`src/rtl/gf_pow_engine.sv`:
```
// gf_pow_engine: per-lane GF(2^8) x^E by LSB-first square-and-multiply, one exponent bit per cycle.
// Latency 9 cycles accept->out_valid; with GF_POW_EARLY_EXIT_EN it stops once no exponent bits remain.
// Backpressure: result held in DONE until out_ready; in_ready only in IDLE.
module gf_pow_engine #(
    parameter int         LANES = 4,
    parameter logic [7:0] POLY  = 8'h1B
) (
    input  logic               clk,
    input  logic               rst,
    input  logic               in_valid,
    output logic               in_ready,
    input  logic [7:0]         in_exp,
    input  logic [8*LANES-1:0] in_data,
    output logic               out_valid,
    input  logic               out_ready,
    output logic [8*LANES-1:0] out_data,
    output logic               busy
);

    typedef enum logic [1:0] {IDLE, RUN, DONE} state_t;

    state_t     state, state_nx;
    logic [7:0] base_q  [LANES];
    logic [7:0] acc_q   [LANES];
    logic [7:0] base_sq [LANES];
    logic [7:0] acc_nx  [LANES];
    logic [7:0] exp_q;
    logic [3:0] cnt_q;
    logic       accept;
    logic       step;

    // MSB-first shift-and-add, reducing after every shift so no bit escapes the lane.
    function automatic logic [7:0] gf_mul(input logic [7:0] a, input logic [7:0] b);
        logic [7:0] p;
        p = 8'h00;
        for (int i = 7; i >= 0; i--) begin
            p = {p[6:0], 1'b0} ^ (p[7] ? POLY : 8'h00);
            if (b[i]) p = p ^ a;
        end
        return p;
    endfunction

    always_comb begin
        for (int i = 0; i < LANES; i++) begin
            base_sq[i] = gf_mul(base_q[i], base_q[i]);
            acc_nx[i]  = exp_q[0] ? gf_mul(acc_q[i], base_q[i]) : acc_q[i];
        end
    end

    always_comb begin
        state_nx  = state;
        in_ready  = 1'b0;
        out_valid = 1'b0;
        busy      = 1'b1;
        accept    = 1'b0;
        step      = 1'b0;
        case (state)
            IDLE: begin
                busy     = 1'b0;
                in_ready = 1'b1;
                if (in_valid) begin
                    accept = 1'b1;
`ifdef GF_POW_EARLY_EXIT_EN
                    state_nx = (in_exp == 8'h00) ? DONE : RUN;
`else
                    state_nx = RUN;
`endif
                end
            end
            RUN: begin
                step = 1'b1;
`ifdef GF_POW_EARLY_EXIT_EN
                if ((exp_q[7:1] == 7'd0) || (cnt_q == 4'd7)) state_nx = DONE;
`else
                if (cnt_q == 4'd7) state_nx = DONE;
`endif
            end
            DONE: begin
                out_valid = 1'b1;
                if (out_ready) state_nx = IDLE;
            end
            default: state_nx = IDLE;
        endcase
    end

    always_comb begin
        out_data = '0;
        if (state == DONE) begin
            for (int i = 0; i < LANES; i++) out_data[8*i +: 8] = acc_q[i];
        end
    end

    always_ff @(posedge clk or posedge rst) begin
        if (rst) begin
            state <= IDLE;
            exp_q <= 8'h00;
            cnt_q <= 4'd0;
            for (int i = 0; i < LANES; i++) begin
                base_q[i] <= 8'h00;
                acc_q[i]  <= 8'h00;
            end
        end else begin
            state <= state_nx;
            if (accept) begin
                exp_q <= in_exp;
                cnt_q <= 4'd0;
                for (int i = 0; i < LANES; i++) begin
                    base_q[i] <= in_data[8*i +: 8];
                    acc_q[i]  <= 8'h01;
                end
            end else if (step) begin
                exp_q <= {1'b0, exp_q[7:1]};
                cnt_q <= cnt_q + 4'd1;
                for (int i = 0; i < LANES; i++) begin
                    base_q[i] <= base_sq[i];
                    acc_q[i]  <= acc_nx[i];
                end
            end
        end
    end

endmodule
```
`config.mk`:
```
export PLATFORM = sky130hd
export DESIGN_NAME = gf_pow_engine
export DESIGN_NICKNAME = d
export VERILOG_FILES = /design/src/rtl/gf_pow_engine.sv
export SDC_FILE = /design/constraint.sdc
export NUM_CORES = 1
export LEC_CHECK = 0
export BUFFER_PORTS_ARGS = -buffer_cell sky130_fd_sc_hd__clkbuf_2
export CORE_MARGIN = 5
export CORE_UTILIZATION = 40
export DETAILED_ROUTE_END_ITERATION = 16
export MAX_ROUTING_LAYER = met4
export PLACE_DENSITY = 0.62
export RECOVER_POWER = 50
export SLEW_MARGIN = 20
export SYNTH_ARGS = -nofsm -noshare
export SYNTH_HDL_FRONTEND = slang
export SYNTH_SLANG_ARGS = --single-unit
```
`constraint.sdc`:
```
create_clock -name clk -period 2.9 [get_ports clk]
set_clock_uncertainty 0.15 [all_clocks]
set_input_delay 0.145 -clock clk [delete_from_list [all_inputs] [get_ports clk]]
set_output_delay 0.145 -clock clk [all_outputs]
set_load 0.05 [all_outputs]
```
==> results.yml, run 1 <==
drt:
  drc_errors: 0
  vias: 7347
  drtIter0Drc: 580
  routedWlPerCell_um: 15.86
  viasPerCell: 5.043
  ant_nets: 0
  totalWireLength_um: 23110
  firstDrtPassIters: 5
clock_network:
  h-tree-depth: 3
  clock-sinks: 78
  clk_pin_slew_ps: 60
  postCtsSetupRepairBufs: 0
  root_buffer: "clkbuf_16"
  clk_path_buf_depth: 2
  cts_tree: "yes"
  clk_latency_ps: 350
  numCtsBuffers: 9
timing:
  min_period_over_period_pct: 90.91
  max_freq_mhz: 379.3
  slew_headroom_pct: -19.58
  rsz0062_at_grt: "no"
  worst_slew_pin_slew_ps: 1792
  drv_slew: 42
  finalHoldViolCount: 0
  period_needed_ps: 2636
  fin_tns_setup_ps: 0
  setup_viol: 0
placement:
  dp_hpwl_um: 16410
  placed_area_mm2: 0.008959
  gp_congestion: 0.8834
  io_buffers: 78
logic_synthesis:
  yosys.area_share.adder_pct: 0.7578
  synth.ff_latch_count: 78
  synthXorXnorAreaFrac_pct: 33.54
  netlist_area_mm2: 0.008255
  syn_nets: 1148
  yosys.area_share.simple_pct: 20.35
  synth_largest_area_cell: "dfrtp_1"
  synth.most_common_cell: "nand2_1"
  yosysTopAreaCellShare_pct: 23.64
  syn_area_per_cell_um2: 7.512
  synth_top_family_by_area: "XOR/XNOR gates"
  synth-compound-area-share_pct: 14.05
  muxShareOfSynthArea_pct: 1.440
  synth_area_leaders: "dfrtp_1 24%, xnor2_1 23%, nand2_1 13%"
  ys.flop_type: "dfrtp_1"
  ys_seq_area_share_pct: 23.64
  synth_edf_count: 0
  synthArstFlopShare_pct: 100.0
  yosys.cell_types.count: 51
  ys_top_cells_by_count: "281 x nand2_1, 220 x xnor2_1, 78 x dfrtp_1"
  synth_cells: 1099
  ys_warn_count: 0
cells_and_area:
  final_area_mm2: 0.009716
  final_nets: 1230
  fillCellCount: 2032
  multiInputGateArea_mm2: 0.005798
  drive_above_1_share_pct: 14.35
  areaGrowthSynthToFinish_pct: 17.69
  regArea_mm2: 0.001952
setup_path:
  path_class: "register to register"
  required_ps: 2990
  cp.arrival_ps: 2730
  worstSetupStartpointType: "register"
  crit_fanout: 13
  r2r_cells: 9
  endpoint_kind: "register"
grt:
  grt_pass1_vias: 7079
  track_usage_pct: 20.14
  grt_antenna_before_repair: 2
  gr-total-overflow: 0
  grt_pass1_wl_um: 38150
  grt_max_degree: 43
job:
  maxCapViolCount: 1
floorplanning:
  num_io_pins: 79
  fp.dieH_um: 153.7
  die_area_mm2: 0.02361
  rows: 52
  die_x_um: 153.7
  coreArea_mm2: 0.02030
  start_util_pct: 40.67
hold_path:
  hold_depth: 5
  hp-class: "primary input to register"
outcome:
  violations: "capacitance limit, slew limit"
  status: "complete, but fails checks"
registers in the layout, summed over array words and instances, names as in the netlist:
signal  cells
acc_q      32
base_q     32
cnt_q       4
exp_q       8
state       2
kinds of logic after synthesis:
logic type                 Yosys count
and+or+nand+nor                    401
xor gates and xnor gates           304
AOI/OAI and AO/OA                  182
buffers and inverters              118
DFF                                 78
muxes                               11
adders and majority gates            5
metrics by stage:
step | setup WS [ps] | utilization, % | hold WS [ps] | cells
finish | 263.7 | 47.86 | 306.0 | 1457
global route | 108.0 | 47.86 | 349.3 | 1457
CTS | 296.9 | 47.90 | 131.6 | 1455
detailed placement | 310.7 | 44.13 | 153.7 | 1398
global placement | 331.6 | 44.13 | 145.1 | 1398
floorplan | 421.7 | - | 100.4 | 1099
cell type report:
class                   instances  area share, %
flip-flops and latches         78          20.09
diodes                          2        0.05151
inverters                      14         0.5409
multi-input cells             903          59.68
clock inverters                 5          1.095
clock buffers                  10          2.460
well taps                     270          3.477
repair buffers                175          12.61
critical path, stage by stage (launching register included):
cell	delay, ps
dfrtp_1	600
buf_4	270
nand2_1	80
xor2_1	180
xnor2_1	210
xnor3_1	300
xnor2_1	240
xnor2_1	110
a31o_1	220
a21o_1	160
layout by cell type, fill, tap and decap left out, drive strengths merged, types with 2 or more instances in the layout:
| cell | count |
|---|---|
| mux2 | 7 |
| buf | 52 |
| nand2 | 281 |
| clkbuf | 91 |
| inv | 15 |
| nand2b | 11 |
| diode | 2 |
| o221ai | 2 |
| a22oi | 20 |
| nor3b | 3 |
| a31oi | 6 |
| nand3b | 2 |
| and3 | 5 |
| xnor2 | 225 |
| a22o | 5 |
| bufinv | 3 |
| ha | 5 |
| a31o | 6 |
| a211oi | 12 |
| nor2b | 5 |
| mux2i | 4 |
| xor2 | 74 |
| nand3 | 16 |
| nor3 | 5 |
| nor2 | 42 |
| a21o | 14 |
| o22ai | 10 |
| o21ai | 61 |
| dfrtp | 78 |
| o22a | 2 |
| xnor3 | 5 |
| dlygate4sd3 | 42 |
| a21oi | 35 |
| and2 | 28 |
metal layers:
| layer | wire length [µm] | share of wire [%] | global-route usage, % | vias to the layer above |
|---|---|---|---|---|
| met5 | 0 | 0 | - | - |
| met4 | 237 | 1.0 | 3.869 | 0 |
| met3 | 967 | 4.2 | 3.176 | 19 |
| met2 | 11090 | 48 | 32.59 | 138 |
| met1 | 10810 | 47 | 27.00 | 3491 |
| li1 | - | - | - | 3699 |
path summary, 6_finish.rpt:
check | slack (ps) | start | endpoint
min in group asynchronous | 760 | rst | base_q[28]
max in group asynchronous | 790 | rst | base_q[1]
worst max register to register | 260 | base_q[14] | acc_q[11]
worst min-delay path | 310 | in_valid | base_q[2]
worst max-delay path | 260 | base_q[14] | acc_q[11]
worst min register to register | 330 | exp_q[3] | exp_q[3]
what timing repair did:
item	CTS	global route
resized for setup	0	0
hold endpoints to repair	82	0
hold buffers	42	0
Power of run 1 is not shown: default switching activity piles up to over one toggle a cycle in this logic, so the estimate is an artifact.
==> inputs of run 2 (changes only) <==
Settings changed: ABC_CLOCK_PERIOD_IN_PS set to 2900, CORE_UTILIZATION 40 to 62, PLACE_DENSITY 0.62 to 0.87.
==> run 2 against run 1 <==
Effect of this change:
- the flow still finishes with violations (capacitance limit, slew limit)
- first-iteration DRC count up 35%
- critical path depth unchanged
- non-clock buffer count is 7 lower
- fmax is 4.6% lower
- sequential share of layout area increased by 0.47 points
- setup slack lost 130 ps
- final cell count shrank 7.0%
- hold slack worse by 27 ps
- utilization increased by 24 points
- register-to-register slack worse by 130 ps
- highest routed layer unchanged
==> results.yml, run 2 (same netlist as run 1, synthesis figures left out) <==
cells_and_area:
  antenna_cells: 0
  final_util_pct: 72.30
  areaGrowthSynthToFinish_pct: 15.07
  drive_above_1_share_pct: 13.74
  final_nets: 1223
  final_area_mm2: 0.009499
  biggestRegsByFlops: "acc_q: 32 flops, base_q: 32 flops, exp_q: 8 flops"
  final_cell_mix: "281 x nand2_1, 220 x xnor2_1, 77 x dfrtp_1"
  mostFrequentLayoutCell: "nand2_1"
drt:
  firstDrtPassIters: 5
  totalWireLength_um: 23190
  vias: 7955
  drtIter0Drc: 781
  viasPerCell: 5.871
  drc_errors: 0
  routedWlPerCell_um: 17.11
  ant_nets: 0
floorplanning:
  coreArea_mm2: 0.01314
  die_x_um: 125.4
  die_area_mm2: 0.01572
  fp.dieH_um: 125.4
  num_io_pins: 79
  rows: 42
  start_util_pct: 62.84
setup_path:
  path_class: "register to register"
  reg2reg_to: "acc_q[11]"
  endpoint_kind: "register"
  required_ps: 2980
  r2r_cells: 9
  reg2reg_setup_slack_ps: 140
  worstSetupStartpointType: "register"
  cp.arrival_ps: 2840
  crit_fanout: 14
  reg2reg_from: "base_q[14]"
timing:
  finalHoldViolCount: 0
  worst_slack_ps: 137.6
  worst_slew_pin_slew_ps: 1811
  period_needed_ps: 2762
  max_freq_mhz: 362.0
  min_period_over_period_pct: 95.26
  fin_tns_setup_ps: 0
  setup_viol: 0
  rsz0062_at_grt: "no"
  slew_headroom_pct: -20.72
  drv_slew: 79
clock_network:
  clk_latency_ps: 340
  clk_path_buf_depth: 2
  root_buffer: "clkbuf_16"
  numCtsBuffers: 9
  clk_pin_slew_ps: 70
  clock-sinks: 78
  h-tree-depth: 3
  postCtsSetupRepairBufs: 0
  cts_tree: "yes"
placement:
  io_buffers: 78
  gp_congestion: 0.9566
  placed_area_mm2: 0.008788
  pre_cts_ws_ps: 259.6
  dp_hpwl_um: 14830
hold_path:
  hp-class: "primary input to register"
  hold_start: "in_valid"
  hold_depth: 5
  min_to: "acc_q[29]"
outcome:
  violations: "capacitance limit, slew limit"
  status: "complete, but fails checks"
grt:
  grt_pass1_wl_um: 37970
  track_usage_pct: 29.75
  grt_max_degree: 79
  grt_pass1_vias: 7680
  grt_antenna_before_repair: 0
  gr-total-overflow: 0
job:
  maxCapViolCount: 1
==> run 2: cell count changes in the layout (fill, tap and decap cells not counted), sizes merged <==
cell,delta
bufinv,-1
clkinv,+1
inv,-1
diode,-2
buf,-8
clkbuf,+2
clkinvlp,+1
==> run 2: per-stage QoR <==
stage	hold slack, ps	instances
finish	279.0	1355
floorplan	100.4	1099
global route	311.8	1355
global placement	92.63	1297
detailed placement	107.7	1297
CTS	171.9	1355
==> run 2: area by class of cell <==
type                    instances  area (µm²)
multi-input cells             903        5797
fillers                       939        3638
flip-flops and latches         78        1953
repair buffers                168        1151
clock buffers                  11       242.7
well taps                     176       220.2
clock inverters                 5       81.33
inverters                      14       53.80
==> run 2: critical path: stages (launching register included) <==
cell and delay, ps:
dfrtp_1 600, clkbuf_1 410, nand2_1 130, xor2_1 190
xnor2_1 170, xnor3_1 280, xnor2_1 220, xnor2_1 100
a31o_1 230, a21o_1 170
==> run 2: metal layers <==
layer | up-vias | track usage [%] | wire (µm)
li1 | 3678 | - | -
met1 | 3767 | 37.15 | 9363
met2 | 422 | 47.83 | 11170
met3 | 88 | 4.179 | 1728
met4 | 0 | 13.97 | 927
met5 | - | - | 0
==> run 2: how the worst max path moves through the flow <==
stage / slack, ps / endpoint / startpoint / cells after the start
2_1_floorplan: 420 / exp_q[0] / state[0] / 7
3_3_place_gp: 290 / acc_q[19] / base_q[22] / 8
3_5_place_dp: 260 / acc_q[3] / base_q[6] / 8
4_1_cts: 200 / acc_q[3] / base_q[6] / 8
5_1_grt: 20 / base_q[30] / state[0] / 6
6_report: 140 / acc_q[11] / base_q[14] / 9
==> run 2: what timing repair did <==
item / in CTS / in global routing
hold buffers: 42 / 0
endpoints found under the hold margin: 119 / 0
setup endpoints to repair: 0 / 1
gates resized for setup: 0 / 1
Power of run 2 is left out for the same reason.
==> inputs of run 3 (changes only) <==
Settings changed: PLACE_DENSITY 0.87 to 0.83.
==> run 3 against run 2 <==
Effect of this change:
- the flow still finishes with violations (capacitance limit, slew limit)
- hold slack better by 24 ps
- register-to-register slack better by 40 ps
- clock-buffer cell count fell by 1
- via count about the same
- critical path depth fell by 1
- sequential share of layout area down 0.14 points
- design area up 0.61%
- first-iteration DRC count increased by 22%
- critical endpoint unchanged
==> results.yml, run 3 (same netlist as run 1, synthesis figures left out) <==
grt:
  grt_pass1_wl_um: 38050
  track_usage_pct: 29.83
  gr-total-overflow: 0
  grt_pass1_vias: 7727
  grt_antenna_before_repair: 0
  grt_max_degree: 42
clock_network:
  clk_pin_slew_ps: 60
  cts_resized: 0
  postCtsSetupRepairBufs: 0
  clock-sinks: 78
  h-tree-depth: 3
  clk_path_buf_depth: 2
  root_buffer: "clkbuf_16"
  cts_tree: "yes"
  numCtsBuffers: 9
  clk_latency_ps: 350
setup_path:
  cp.arrival_ps: 2800
  path_class: "register to register"
  worstSetupStartpointType: "register"
  r2r_cells: 8
  reg2reg_setup_slack_ps: 180
  crit_fanout: 17
  reg2reg_from: "base_q[14]"
  endpoint_kind: "register"
  reg2reg_to: "acc_q[11]"
  required_ps: 2990
timing:
  max_freq_mhz: 368.0
  worst_slew_pin_slew_ps: 1880
  finalHoldViolCount: 0
  setup_viol: 0
  period_needed_ps: 2717
  worst_slack_ps: 182.6
  fin_tns_setup_ps: 0
  drv_slew: 41
  slew_headroom_pct: -26.05
  min_period_over_period_pct: 93.70
  rsz0062_at_grt: "no"
cells_and_area:
  mostFrequentLayoutCell: "nand2_1"
  final_cell_mix: "281 x nand2_1, 220 x xnor2_1, 78 x dfrtp_1"
  fillCellCount: 982
  areaGrowthSynthToFinish_pct: 15.76
  antenna_cells: 0
  drive_above_1_share_pct: 13.87
  biggestRegsByFlops: "acc_q: 32 flops, base_q: 32 flops, exp_q: 8 flops"
  final_util_pct: 72.74
  final_area_mm2: 0.009557
  final_nets: 1226
hold_path:
  hp-class: "primary input to register"
  min_to: "base_q[20]"
  hold_start: "in_valid"
  hold_depth: 4
placement:
  gp_congestion: 0.9530
  placed_area_mm2: 0.008811
  pre_cts_ws_ps: 262.1
  dp_hpwl_um: 15230
  io_buffers: 78
outcome:
  violations: "capacitance limit, slew limit"
  status: "complete, but fails checks"
drt:
  ant_nets: 0
  firstDrtPassIters: 5
  viasPerCell: 5.854
  drtIter0Drc: 951
  drc_errors: 0
  totalWireLength_um: 22780
  vias: 7950
  routedWlPerCell_um: 16.77
floorplanning:
  die_x_um: 125.4
  num_io_pins: 79
  coreArea_mm2: 0.01314
  rows: 42
  die_area_mm2: 0.01572
  start_util_pct: 62.84
  fp.dieH_um: 125.4
job:
  maxCapViolCount: 1
-- run 3: stage by stage --
| stage | hold slack [ps] | instances |
|---|---|---|
| final | 303.0 | 1358 |
| after global routing | 309.9 | 1358 |
| after CTS | 146.5 | 1358 |
| after detailed placement | 129.7 | 1300 |
| after global placement | 117.6 | 1300 |
| after floorplan | 100.4 | 1099 |
-- run 3: layout make-up --
| cell class | count | area [µm²] | share of cell area, % |
|---|---|---|---|
| inverters | 14 | 53.80 | 0.5630 |
| clock inverters | 6 | 110.1 | 1.152 |
| repair buffers | 171 | 1192 | 12.48 |
| flip-flops and latches | 78 | 1952 | 20.42 |
| well taps | 176 | 220.2 | 2.304 |
| multi-input cells | 903 | 5799 | 60.68 |
| clock buffers | 10 | 229.0 | 2.396 |
-- run 3: worst max-delay path by stage --
stage	cells after the start	start	endpoint	slack (ps)
5_1_grt	8	base_q[6]	acc_q[4]	50
4_1_cts	8	base_q[14]	acc_q[11]	220
2_1_floorplan	7	state[0]	exp_q[0]	420
6_report	8	base_q[14]	acc_q[11]	180
3_5_place_dp	8	acc_q[6]	acc_q[3]	260
3_3_place_gp	8	base_q[6]	acc_q[2]	350
-- run 3: worst max-delay path: stages, from the launching register on --
cell	delay, ps
dfrtp_1	560
nand2_1	200
o22ai_1	110
a21oi_1	150
a21boi_1	250
xnor3_1	560
xnor2_1	210
a31o_1	240
a21o_1	170
-- run 3: routing by layer --
layer	global-route usage, %	vias up	part of all wire [%]
li1	-	3684	-
met1	37.15	3881	41
met2	50.30	320	50
met3	4.264	65	6.2
met4	9.375	0	2.8
met5	-	-	0
-- run 3: timing repair --
item / 4_1_cts / 5_1_grt
hold buffers: 42 / 0
setup endpoints to repair: 0 / 0
endpoints found under the hold margin: 81 / 0
Power of run 3 is left out for the same reason.
